### src/rtl/clz_iter.sv
// Iterative count-leading-zeros / count-leading-ones unit for CLZ and CLO.
// Scans STEP bits per cycle from the MSB and stops at the first chunk holding the target bit.
module clz_iter #(
  parameter int WIDTH = 32,
  parameter int STEP  = 4,
  parameter int OUT_W = 32
) (
  input  logic             clk,
  input  logic             rst,
  input  logic             start,
  input  logic             mode,
  input  logic [WIDTH-1:0] data_in,
  output logic             busy,
  output logic             done,
  output logic [OUT_W-1:0] data_out
);

  localparam int CW = $clog2(WIDTH) + 1;

  if (STEP < 1 || STEP > WIDTH || (WIDTH % STEP) != 0) begin : g_bad_step
    $error("clz_iter: STEP must lie in 1..WIDTH and divide WIDTH");
  end
  if ((STEP & (STEP - 1)) != 0) begin : g_step_pow2
    $error("clz_iter: STEP must be a power of two");
  end
  if (OUT_W < CW) begin : g_bad_out_w
    $error("clz_iter: OUT_W too narrow for a count of 0..WIDTH");
  end

  // Handshake: start is accepted only in IDLE or DONE (mode/data_in captured
  // on that edge); busy is high for every SCAN cycle; done pulses for exactly
  // one cycle and data_out is valid from that cycle until the next done.
  typedef enum logic [1:0] {
    S_IDLE = 2'd0,
    S_SCAN = 2'd1,
    S_DONE = 2'd2
  } state_t;

  state_t           state, state_nxt;
  logic [WIDTH-1:0] sr, sr_nxt;
  logic [CW-1:0]    cnt, cnt_nxt;
  logic             out_load;

  logic [STEP-1:0]  chunk;
  logic             chunk_nz;
  logic [CW-1:0]    chunk_lz;
  logic [CW-1:0]    cnt_step;
  logic [CW-1:0]    cnt_hit;
  logic [WIDTH-1:0] load_val;

  // CLO is CLZ of the inverted operand, so the scan only ever looks for a 1.
  assign load_val = mode ? ~data_in : data_in;
  assign chunk    = sr[WIDTH-1 -: STEP];
  assign chunk_nz = |chunk;

  // Leading zeros within a nonzero chunk; the highest set bit wins.
  always_comb begin
    chunk_lz = '0;
    for (int i = 0; i < STEP; i++) begin
      if (chunk[i]) chunk_lz = CW'(STEP - 1 - i);
    end
  end

  assign cnt_step = cnt + CW'(STEP);
  assign cnt_hit  = cnt + chunk_lz;

  always_comb begin
    state_nxt = state;
    sr_nxt    = sr;
    cnt_nxt   = cnt;
    out_load  = 1'b0;
    case (state)
      S_IDLE, S_DONE: begin
        if (start) begin
          sr_nxt    = load_val;
          cnt_nxt   = '0;
          state_nxt = S_SCAN;
        end else begin
          state_nxt = S_IDLE;
        end
      end
      S_SCAN: begin
        if (chunk_nz) begin
          cnt_nxt   = cnt_hit;
          out_load  = 1'b1;
          state_nxt = S_DONE;
        end else begin
          cnt_nxt = cnt_step;
          sr_nxt  = sr << STEP;
          // Only whole chunks are added, so the count lands exactly on WIDTH.
          if (cnt_step == CW'(WIDTH)) begin
            out_load  = 1'b1;
            state_nxt = S_DONE;
          end
        end
      end
      default: state_nxt = S_IDLE;
    endcase
  end

  always_ff @(posedge clk) begin
    if (rst) begin
      state    <= S_IDLE;
      sr       <= '0;
      cnt      <= '0;
      data_out <= '0;
    end else begin
      state <= state_nxt;
      sr    <= sr_nxt;
      cnt   <= cnt_nxt;
      if (out_load) data_out <= OUT_W'(cnt_nxt);
    end
  end

  assign busy = (state == S_SCAN);
  assign done = (state == S_DONE);

endmodule

### config.mk
export PLATFORM = sky130hd
export DESIGN_NAME = clz_iter
export DESIGN_NICKNAME = d
export VERILOG_FILES = /design/src/rtl/clz_iter.sv
export SDC_FILE = /design/constraint.sdc
export NUM_CORES = 1
export LEC_CHECK = 0
export BUFFER_PORTS_ARGS = -buffer_cell sky130_fd_sc_hd__buf_2
export CORE_ASPECT_RATIO = 0.5
export CORE_MARGIN = 2
export CORE_UTILIZATION = 45
export CTS_BUF_LIST = sky130_fd_sc_hd__clkbuf_4 sky130_fd_sc_hd__clkbuf_8
export DETAILED_ROUTE_END_ITERATION = 12
export GPL_TIMING_DRIVEN = 0
export PLACE_DENSITY = 0.74
export SYNTH_ARGS = -nofsm -noshare
export SYNTH_HDL_FRONTEND = slang
export SYNTH_SLANG_ARGS = --single-unit
export TNS_END_PERCENT = 5
### constraint.sdc
create_clock -name clk -period 2.7 [get_ports clk]
set_input_delay 0.27 -clock clk [delete_from_list [all_inputs] [get_ports clk]]
set_output_delay 0.27 -clock clk [all_outputs]
set_load 0.02 [all_outputs]
==> run summary <==
The flow ran to the end, and the final reports show no timing, DRC or antenna violations. The tools report the starting density of the core as 0.477. The master cell of the clock root buffer is sky130_fd_sc_hd__clkbuf_8. The run gives 0.584 as the tightest slew margin relative to the limit. For the buffer levels on the longest clock path, the log shows 2. TritonCTS built the clock tree. Count of pins over their slew limit: 0. Setup repair after global routing left no endpoint under its margin.

Once the clock tree was built, the resizer swapped 0 gates to a different size. The total cell area at the placement stage was 3050 sq um; the share of final-layout standard cells stronger than drive strength 1 was 0.245. A synthesized cell averages 8.27 sq um. Of all nets on the critical path, the largest fanout is 5. Setup violations remaining at the end of the flow were counted as 0. The count of buffer and inverter cells on the critical path is 1. For the final wirelength, the log shows 5890 um.

The tree built by TritonCTS fans out to 46 sinks. Clock-pin slew was measured on the worst setup and hold paths at 90 ps. For the count of TritonRoute iterations in the first routing pass, the log shows 5.

In this run, post-CTS hold repair placed 0 buffers. Based on the critical path, the design can be clocked at up to 440 MHz. The total number of nets in the final design was 436. Entering global routing, the biggest net connects 15 pins.

The final routed wire length divided by cell count works out to 12.6 um. Summed over all instances, the cell type with the most area after synthesis is sky130_fd_sc_hd__dfxtp_1. For this design the static power due to leakage is 1.38 nW. Clock latency on the worst-skew pair, taken at its later pin, is 290 ps.

The total die area came out at 6590 sq um. The final hold violation count is 0. Number of global-route vias before repair: 2169. The run gives 0.182 as the total routing resource utilization after global routing. The logs give 70 for the I/O pin count and 0 ps for the setup TNS. Summed over all layers, the global routing overflow is 0. CTS H-tree depth: 2.

The post-synthesis sequential area ratio is 0.346, and the period utilization is 0.842. Counting stages on the worst path, the most repeated cell is sky130_fd_sc_hd__mux2_2. Cell at the slowest stage of the critical path: sky130_fd_sc_hd__dfxtp_1.

In this run the cell area of the synthesized design comes to 2660 sq um. The vias per cell was 5.01; the count of max-cap constraint violations was 0. The run gives 0.00181 W as the total power after layout. The tools report the buffer count from post-CTS setup fixing as 0. The library cells used most frequently in the layout, excluding fill and tap cells, are sky130_fd_sc_hd__nand2_1 (59), sky130_fd_sc_hd__buf_2 (47), sky130_fd_sc_hd__dfxtp_1 (46).

The critical path goes through inv_1, a21oi_1, nor2_1, ha_1, fa_1, o211ai_1, mux2_2, mux2_2. Wire length of the first global-routing pass: 9650 um. The number of enable flip-flop cells after synthesis came out at 0.

Compared with the post-synthesis result, the final layout area differs by 18.7%. The number of antenna diodes in the final layout is 0. After routing the design area is 3160 sq um. The height of the die is 58.4 um, and the number of antenna violations at the first check in global routing is 0. The region available for standard cell placement spans 5590 sq um. The dominant synthesized flop cell was sky130_fd_sc_hd__dfxtp_1.

The synthesis warning total was 0. The run gives 2890 ps as the required time of the worst setup path. The final critical delay including setup and external delays is 2270 ps. The x dimension of the die was 113 um; the power density over the cells was 571 nW/um^2.

The tools report the last weighted congestion value of the routability-driven placer as 0.852. The largest single stage delay on the critical path is 410 ps. Yosys attributes the largest share of cell area to sky130_fd_sc_hd__dfxtp_1 (35%), sky130_fd_sc_hd__xnor2_1 (9.9%), sky130_fd_sc_hd__o211ai_1 (8.5%). Leaving out fill and tap cells, the most frequent cell in the layout is sky130_fd_sc_hd__nand2_1. Kind of start point of the critical path: a flip-flop. In the routed design, unresolved DRC markers number 0. Port buffer count: 41. The type of the worst setup path is flip-flop to flip-flop.

The share of flip-flops with an asynchronous set or reset is 0, and the count of cell types in the netlist is 41. The worst-case IR drop observed on VDD is 257 uV. The floorplan has 19 rows. For the worst setup path, the data arrival time is 2470 ps. Family with the most delay on the worst path: multiplexers.

The violation count after the first detailed-routing iteration was 76; the synthesis-stage register bit count was 46. The worst setup path is captured at a flip-flop. The proportion of netlist area held by the largest area contributor is 0.346.

After legalization and detailed placement, the total HPWL measured 4500 um. Clock tree synthesis inserted a total of 5 buffers. Once detail routing completed, the nets flagged for antenna violations numbered 0. The clock arrives with 6.60 ps of skew. The total number of vias is 2350. Slew of the pin with the lowest slew margin: 618 ps. Kind of path behind the tightest hold check: input port to flip-flop.

Counting every instance in the synthesized netlist gives 322.
==> flip-flops by register name (all words and copies together), names as in the netlist <==
signal / flops
cnt: 6
data_out: 6
sr: 32
state: 2
==> cells by family (layout without fill, tap and decap cells) <==
family                     after synthesis  after routing  share of synthesized area
DFF                                     46             46                      0.346
muxes                                    4              4                     0.0169
adders and majority gates                5              5                     0.0263
and+or+nand+nor                         92             92                      0.157
other                                    1             26                    0.00141
buffers and inverters                   54            103                      0.121
AOI/OAI and AO/OA                       85             85                      0.217
xor gates and xnor gates                35             35                      0.115
==> cells in the mapped netlist (2+ instances only) <==
master	count
sky130_fd_sc_hd__and4_1	2
sky130_fd_sc_hd__dfxtp_1	46
sky130_fd_sc_hd__o211ai_1	30
sky130_fd_sc_hd__a21oi_2	2
sky130_fd_sc_hd__nor2b_1	4
sky130_fd_sc_hd__nor2_1	13
sky130_fd_sc_hd__a311oi_1	2
sky130_fd_sc_hd__inv_1	4
sky130_fd_sc_hd__nand2_1	59
sky130_fd_sc_hd__buf_4	26
sky130_fd_sc_hd__xor2_1	5
sky130_fd_sc_hd__buf_2	6
sky130_fd_sc_hd__nor3_1	3
sky130_fd_sc_hd__buf_6	2
sky130_fd_sc_hd__a22oi_1	4
sky130_fd_sc_hd__a31o_2	3
sky130_fd_sc_hd__xnor2_1	30
sky130_fd_sc_hd__a211oi_1	2
sky130_fd_sc_hd__nand2b_1	2
sky130_fd_sc_hd__mux2_2	4
sky130_fd_sc_hd__a21oi_1	33
sky130_fd_sc_hd__ha_1	4
sky130_fd_sc_hd__o21ai_0	3
sky130_fd_sc_hd__clkbuf_1	16
==> final timing paths <==
kind                            cells past startpoint  slack [ps]                       end           startpoint
worst min register to register                      2         460       sr[18]$_SDFFE_PP0P_  sr[18]$_SDFFE_PP0P_
worst min-delay path                                4         340        sr[0]$_SDFFE_PP0P_           data_in[0]
worst max-delay path                                8         430  data_out[4]$_SDFFE_PP0P_  sr[29]$_SDFFE_PP0P_
worst max register to register                      8         430  data_out[4]$_SDFFE_PP0P_  sr[29]$_SDFFE_PP0P_
==> final cells by class <==
class,instances,area (sq um)
clock inverter,3,40.0
sequential,46,921
clock buffer,5,68.8
tap,73,91.3
timing repair buffer,41,205
fill,541,2420
inverter,4,15.0
buffer,50,308
multi-input combinational,247,1510
==> worst reg2reg max path, cell delays in order, from the launching register on <==
cell and delay, ps:
sky130_fd_sc_hd__dfxtp_1 410, sky130_fd_sc_hd__inv_1 70, sky130_fd_sc_hd__a21oi_1 150, sky130_fd_sc_hd__nor2_1 70, sky130_fd_sc_hd__ha_1 210, sky130_fd_sc_hd__fa_1 410, sky130_fd_sc_hd__o211ai_1 240, sky130_fd_sc_hd__mux2_2 370
sky130_fd_sc_hd__mux2_2 260
==> report_power, final <==
group          internal (W)  switching, W
combinational      0.000206      0.000297
sequential         0.000747     0.0000453
clock              0.000273      0.000238
==> layer usage <==
layer / vias to the layer above / share of wire / track usage
met5: - / 0 / 0
met1: 1069 / 0.46 / 0.231
met3: 10 / 0.058 / 0.0402
li1: 1200 / - / -
met4: 0 / 0.021 / 0.0679
met2: 71 / 0.46 / 0.310
==> metrics by stage <==
step / std cells / setup slack (ps) / utilization / hold WS, ps
after detailed placement: 461 / 435 / 0.547 / 446
after floorplan: 347 / 648 / - / 432
after global routing: 469 / 285 / 0.566 / 358
after CTS: 469 / 424 / 0.566 / 336
final: 469 / 427 / 0.566 / 337
after global placement: 461 / 549 / 0.547 / 440
Note: power is estimated with default switching activity, not from simulation.
